## config.mk

```make
export PLATFORM = sky130hd
export DESIGN_NAME = spike_counter_array
export DESIGN_NICKNAME = d
export VERILOG_FILES = /design/src/rtl/spike_cnt_pkg.sv /design/src/rtl/spike_sync_edge.sv /design/src/rtl/spike_counter_array.sv
export SDC_FILE = /design/constraint.sdc
export NUM_CORES = 2
export LEC_CHECK = 0
export CAP_MARGIN = 10
export CORE_MARGIN = 2
export CORE_UTILIZATION = 46
export CTS_CLUSTER_DIAMETER = 100
export CTS_CLUSTER_SIZE = 24
export DETAILED_ROUTE_END_ITERATION = 10
export GPL_ROUTABILITY_DRIVEN = 0
export GPL_TIMING_DRIVEN = 0
export SLEW_MARGIN = 20
export SYNTH_ARGS = -nofsm -noshare
export SYNTH_HDL_FRONTEND = slang
export SYNTH_SLANG_ARGS = --single-unit
```

## constraint.sdc

```tcl
create_clock -name clk -period 36 [get_ports clk]
set_clock_uncertainty 0.2 [all_clocks]
set_input_delay 7.2 -clock clk [delete_from_list [all_inputs] [get_ports clk]]
set_output_delay 7.2 -clock clk [all_outputs]
set_load 0.01 [all_outputs]
```

## src/rtl/spike_cnt_pkg.sv

```systemverilog
// Shared defaults, widths and the saturating-increment helper for the
// spike counter array and its synchroniser.
`timescale 1ns/1ps
package spike_cnt_pkg;

   localparam int DEFAULT_NCH         = 14;
   localparam int DEFAULT_CNT_W       = 32;
   localparam int DEFAULT_SYNC_STAGES = 2;
   localparam int DEFAULT_SEL_W       = 4;
   localparam int WINDOW_ID_W         = 16;
   localparam int MAX_CNT_W           = 64;

   typedef logic [WINDOW_ID_W-1:0] window_id_t;

   // Counters up to MAX_CNT_W bits share this helper; the caller narrows the result.
   function automatic logic [MAX_CNT_W-1:0] sat_inc(
      input logic [MAX_CNT_W-1:0] value,
      input logic                 inc,
      input int                   width
   );
      logic [MAX_CNT_W-1:0] ceiling;
      ceiling = (width >= MAX_CNT_W) ? '1 : ((64'd1 << width) - 64'd1);
      if (inc && (value < ceiling))
         sat_inc = value + 64'd1;
      else
         sat_inc = value;
   endfunction

endpackage

```

## src/rtl/spike_sync_edge.sv

```systemverilog
// Multi-flop synchroniser followed by a rising-edge detector; the rise output
// is a one-clock strobe per 0->1 transition of the asynchronous input.
`timescale 1ns/1ps
module spike_sync_edge
   import spike_cnt_pkg::*;
#(
   parameter int SYNC_STAGES = DEFAULT_SYNC_STAGES
) (
   input  logic clk,
   input  logic reset_global,
   input  logic async_in,
   output logic rise
);

   logic [SYNC_STAGES-1:0] sync_q;
   logic                   prev_q;

   always_ff @(posedge clk or posedge reset_global) begin
      if (reset_global) begin
         sync_q <= '0;
         prev_q <= 1'b0;
      end else begin
         sync_q <= {sync_q[SYNC_STAGES-2:0], async_in};
         prev_q <= sync_q[SYNC_STAGES-1];
      end
   end

   assign rise = sync_q[SYNC_STAGES-1] & ~prev_q;

endmodule

```

## src/rtl/spike_counter_array.sv

```systemverilog
// NCH-channel windowed spike counter: live counts are snapshotted and cleared on
// every window_tick rising edge. Define SPIKE_CNT_TOTAL_EN for cumulative totals.
`timescale 1ns/1ps
module spike_counter_array
   import spike_cnt_pkg::*;
#(
   parameter int NCH         = DEFAULT_NCH,
   parameter int CNT_W       = DEFAULT_CNT_W,
   parameter int SYNC_STAGES = DEFAULT_SYNC_STAGES,
   parameter int SEL_W       = DEFAULT_SEL_W
) (
   input  logic                   clk,
   input  logic                   reset_global,
   input  logic [NCH-1:0]         spike_in,
   input  logic                   window_tick,
   input  logic [SEL_W-1:0]       sel,
   output logic [CNT_W-1:0]       cnt_out,
   output logic                   cnt_valid,
   output logic [WINDOW_ID_W-1:0] window_id,
   output logic [NCH-1:0]         sat_flags,
   output logic [CNT_W-1:0]       total_out
);

   localparam logic [CNT_W-1:0] CNT_MAX = '1;

   logic [NCH-1:0]   spike_rise;
   logic             tick;
   logic [CNT_W-1:0] held_bus [NCH];
   logic [CNT_W-1:0] held_sel;

   spike_sync_edge #(.SYNC_STAGES(SYNC_STAGES)) u_tick_sync (
      .clk          (clk),
      .reset_global (reset_global),
      .async_in     (window_tick),
      .rise         (tick)
   );

   generate
      for (genvar i = 0; i < NCH; i++) begin : g_ch
         logic [CNT_W-1:0] live_q;
         logic [CNT_W-1:0] held_q;
         logic [CNT_W-1:0] live_next;
         logic             live_sat_q;
         logic             sat_q;

         spike_sync_edge #(.SYNC_STAGES(SYNC_STAGES)) u_spike_sync (
            .clk          (clk),
            .reset_global (reset_global),
            .async_in     (spike_in[i]),
            .rise         (spike_rise[i])
         );

         assign live_next = CNT_W'(sat_inc(MAX_CNT_W'(live_q), spike_rise[i], CNT_W));

         // A spike landing on the tick cycle belongs to the window being closed.
         always_ff @(posedge clk or posedge reset_global) begin
            if (reset_global) begin
               live_q     <= '0;
               held_q     <= '0;
               live_sat_q <= 1'b0;
               sat_q      <= 1'b0;
            end else if (tick) begin
               held_q     <= live_next;
               live_q     <= '0;
               sat_q      <= live_sat_q | (live_next == CNT_MAX);
               live_sat_q <= 1'b0;
            end else begin
               live_q <= live_next;
               if (live_next == CNT_MAX)
                  live_sat_q <= 1'b1;
            end
         end

         assign held_bus[i]  = held_q;
         assign sat_flags[i] = sat_q;
      end
   endgenerate

   // Out-of-range selects fall through to zero.
   always_comb begin
      held_sel = '0;
      for (int k = 0; k < NCH; k++) begin
         if (sel == SEL_W'(k))
            held_sel = held_bus[k];
      end
   end

   always_ff @(posedge clk or posedge reset_global) begin
      if (reset_global) begin
         cnt_out   <= '0;
         cnt_valid <= 1'b0;
         window_id <= '0;
      end else begin
         cnt_out   <= held_sel;
         cnt_valid <= tick;
         if (tick)
            window_id <= window_id + 1'b1;
      end
   end

`ifdef SPIKE_CNT_TOTAL_EN
   logic [CNT_W-1:0] total_bus [NCH];
   logic [CNT_W-1:0] total_sel;

   generate
      for (genvar i = 0; i < NCH; i++) begin : g_total
         logic [CNT_W-1:0] total_q;

         // Cumulative count ignores window boundaries entirely.
         always_ff @(posedge clk or posedge reset_global) begin
            if (reset_global)
               total_q <= '0;
            else
               total_q <= CNT_W'(sat_inc(MAX_CNT_W'(total_q), spike_rise[i], CNT_W));
         end

         assign total_bus[i] = total_q;
      end
   endgenerate

   always_comb begin
      total_sel = '0;
      for (int k = 0; k < NCH; k++) begin
         if (sel == SEL_W'(k))
            total_sel = total_bus[k];
      end
   end

   always_ff @(posedge clk or posedge reset_global) begin
      if (reset_global)
         total_out <= '0;
      else
         total_out <= total_sel;
   end
`else
   assign total_out = '0;
`endif

endmodule

```

==> metrics.md <==
| Metric | Value |
|---|---|
| CTS tree | yes |
| RSZ-0062 raised after global routing | no |
| RR Endpoint | g_ch[10].sat_q |
| Die height | about 330 um |
| Post-layout min period | 11.25 ns |
| Antenna-violating nets left | 0 |
| Hold Path End | g_ch[4].u_spike_sync.sync_q[1] |
| Die X-Extent | around 330 um |
| Cells after synthesis | ~5300 |
| Max-Cap Viols | 0 |
| Kind of critical path | input port to flop |
| Reg2reg setup slack | 31.97 ns |
| Largest net degree at the start of global routing | 36 |
| IO Pins | 116 |
| Setup WS post-layout | 24.75 ns |
| Hpwl dp | 127000 um |
| Worst-Skew Late Latency | 0.70 ns |
| Startpoint types | input port |
| Ratio of total power to cell area | 37.5 mW/mm^2 |
| Post-Synth XOR/XNOR Area | roughly 6.3% |
| Synth async-reset ratio | 100% |
| CP max FO | 10 |
| Post-DR wirelength/cell | 23.7 um |
| Maximum VDD drop | 39.8 uV |
| Fin crit share | 31.2% |
| Post-CTS Hold Buffers | 0 |
| FF+latch count, synth | approximately 1000 |
| Adder-Cell Fraction of Synth Area | 0.381% |
| Avg Cell Area, Syn | 9.38 um^2 |
| Seq/Total Area, Yosys | 51.7% |
| # fillers | ~10000 |
| Power Internal | 1.49 mW |
| Nets | between 5000 and 6000 |
| Hold/Removal Path Class | flop to flop |
| Pleak | around 22 nW |
| Number of I/O port buffers | slightly above 80 |
| Placed Instance Area | 0.0528 mm^2 |
| Crit. End Element | flop |
| Root Buffer | clkbuf_16 |
| Die area | 0.110 mm^2 |
| Synth Area in Compound Gates | between 10 and 15% |
| Post-cts resize count | 0 |
| Initial antenna violation count | 6 |
| Yosys top cell by area | dfrtp_1 |
| Worst slack, placed | roughly 24 ns |
| Starting Density | between 40 and 50% |
| Vias in the first global route | 39246 |
| Syn. warnings | 0 |
| Final hold vios | 0 |
| All-Layer GR Usage | 29.3% |
| Total wire length | around 160000 um |
| Area grow syn2layout | 9.92% |
| Max_slew headroom | 21.9% |
| Switch Pwr | 0.540 mW |
| Synth unique cells | 97 |
| Net Sw Frac | 26.6% |
| CTS sink cnt | 1018 |
| Synth top area share | 51.7% |
| DRC Markers | 0 |
| Total CTS buffers | 50 |
| CTS max path bufs | 3 |
| DR iter-0 viols | around 4600 |
| Reg2reg path depth | 10 |
| Seq pwr share | 59.2% |
| Final Instance Area | 0.0542 mm^2 |
| Mux cell area share after synthesis | 1.46% |
| Simple-Gate Fraction of Synth Area | 23.3% |
| Ys flop type | dfrtp_1 |
| Cells on Worst Hold Path | 0 |
| Critical Path RT | 36.28 ns |
| Slew Limit Fails | 0 |
| Outcome | finished, final reports clean |
| Maximum clock rate | 0.0889 GHz |
| Actual slew at the worst max-slew pin | 1.16 ns |
| CTS H-tree lvls | 2 |
| Site Rows | 120 |
| Vias | 41715 |
| EDFF count, synth | 0 |
| Post-CTS Repair Setup Buffers | 0 |
| TritonRoute pass-1 iters | 7 |
| Synth top area cells | dfrtp_1 (52%), o21ai_0 (5.4%), nor2_1 (5.3%) |
| Critical R2R Launch | g_ch[10].live_q[0] |
| Clock power share | 31.5% |
| Grt ovf | 0 |
| Largest family of logic cells by synthesized area | simple AND/OR/NAND/NOR gates |
| Final setup fails | 0 |
| Arrival time at the worst endpoint | 11.52 ns |
| Core footprint | 0.107 mm^2 |
| Worst hold start | g_ch[4].u_spike_sync.sync_q[0] |
| Mapped cell area | 0.0493 mm^2 |
| Clock Pin Slew Worst Setup and Hold Paths | approximately 0.09 ns |
| Drt via density | between 6 and 7 |
| Wire length of the first global-routing pass | 248000 um |
| Finished Core Util | 50.8% |
| Setup TNS | 0 ns |
| Layout cells sized above 1 | 4.13% |
| Combinational power share | under 10% |
| Multi-input gate area | 0.0223 mm^2 |
| Storage element area | between 0.02 and 0.03 mm^2 |
cell usage after synthesis, types with 15 or more instances:
master and instances:
or3_1 37, clkbuf_1 262, a31oi_1 63, and2_1 54, o21ai_0 527, o31a_1 22
nand3_1 214, a2111oi_0 17, nand4_1 166, nand2_1 651, a22oi_1 45, a222oi_1 36
o31ai_1 17, nand2b_1 26, o211ai_1 27, xor2_1 169, or4_1 28, o22ai_1 39
nor4b_1 19, xnor2_1 186, nor2_1 694, a21oi_1 67, nor3_1 109, inv_1 63
dfrtp_1 1018, a221oi_1 29, nor4_1 86, nor2b_1 25, ha_1 15, a41oi_1 21
buf_4 46, and4_1 69, and3_1 96, mux2i_1 47
layout by cell type (no fill, tap or decap), types with 47 or more instances in the layout:
cell             instances
inv_1                   62
and3_1                  96
dfrtp_1               1018
nor2_1                 694
and4_1                  69
nand2_1                651
and2_1                  54
mux2i_1                 47
xor2_1                 169
nor4_1                  85
nor3_1                 108
clkbuf_1               260
nand3_1                214
a31oi_1                 62
a21oi_1                 67
clkdlybuf4s50_1         82
xnor2_1                186
o21ai_0                527
clkbuf_16               50
nand4_1                166
flip-flops by register name (all words and copies together), names as in the netlist:
signal	count
window_id	16
g_ch.held_q	448
g_ch.u_spike_sync.prev_q	14
u_tick_sync.sync_q	2
g_ch.u_spike_sync.sync_q	28
g_ch.live_q	448
cnt_valid	1
cnt_out	32
u_tick_sync.prev_q	1
g_ch.live_sat_q	14
g_ch.sat_q	14
per-stage QoR:
stage / power (mW) / hold WS (ns) / cells
6_report: 2.03 / 0.151 / 6874
5_1_grt: 2.11 / 0.159 / 6872
4_1_cts: 2.04 / 0.154 / 6872
3_5_place_dp: 1.41 / 0.135 / 6810
3_3_place_gp: 1.40 / 0.132 / 6772
2_1_floorplan: 1.32 / 0.131 / 5287
logic make-up (layout without fill, tap and decap cells):
group                    Yosys count  count (layout)
multiplexers                      64              64
XOR/XNOR                         355             355
AND/OR/NAND/NOR                 2365            2365
adder cells (fa/ha/maj)           15              15
AO/OA/AOI/OAI                   1046            1046
buffers and inverters            392             574
other                              1              34
flip-flops                      1018            1018
routing by layer:
layer / vias up / GRT usage, % / share of wire (%)
met1: 20765 / 40.2 / 43
met2: 1592 / 45.8 / 45
met4: 6 / 11.5 / 4.6
met3: 295 / 5.80 / 7.7
li1: 19057 / - / -
met5: - / 0 / 0.027
final cells by class:
class                      instances  share of cell area, %
antenna                            2                0.00924
buffer                           328                   2.64
clock buffer                      54                   2.34
clock inverter                     8                  0.166
inverter                          64                  0.450
multi-input combinational       3877                   41.1
sequential                      1018                   47.0
tap                             1403                   3.24
timing repair buffer             120                   3.00
power groups by stage:
stage	Combinational [mW]	Sequential, mW	Clock [mW]
5_1_grt	0.206	1.21	0.694
6_report	0.188	1.20	0.640
2_1_floorplan	0.105	1.22	0
4_1_cts	0.187	1.20	0.656
3_3_place_gp	0.173	1.23	0
3_5_place_dp	0.187	1.22	0
worst max-delay path by stage:
stage | slack, ns | cells past startpoint | from | endpoint
2_1_floorplan | 14.57 | 1 | reset_global | cnt_out[0]
3_3_place_gp | 8.33 | 2 | reset_global | window_id[11]
3_5_place_dp | 24.18 | 10 | sel[1] | cnt_out[19]
4_1_cts | 24.93 | 10 | sel[1] | cnt_out[19]
5_1_grt | 24.80 | 10 | sel[1] | cnt_out[19]
6_report | 24.75 | 10 | sel[1] | cnt_out[19]
critical path, cell delays in order:
cell and delay, ns:
clkbuf_1 0.43, buf_1 0.57, buf_1 0.72, clkbuf_1 0.86, mux2i_1 0.59, nor2_1 0.07
a21oi_1 0.16, o211ai_1 0.12, o21ai_0 0.45, a31oi_1 0.32
Note: power is estimated with default switching activity, not from simulation.
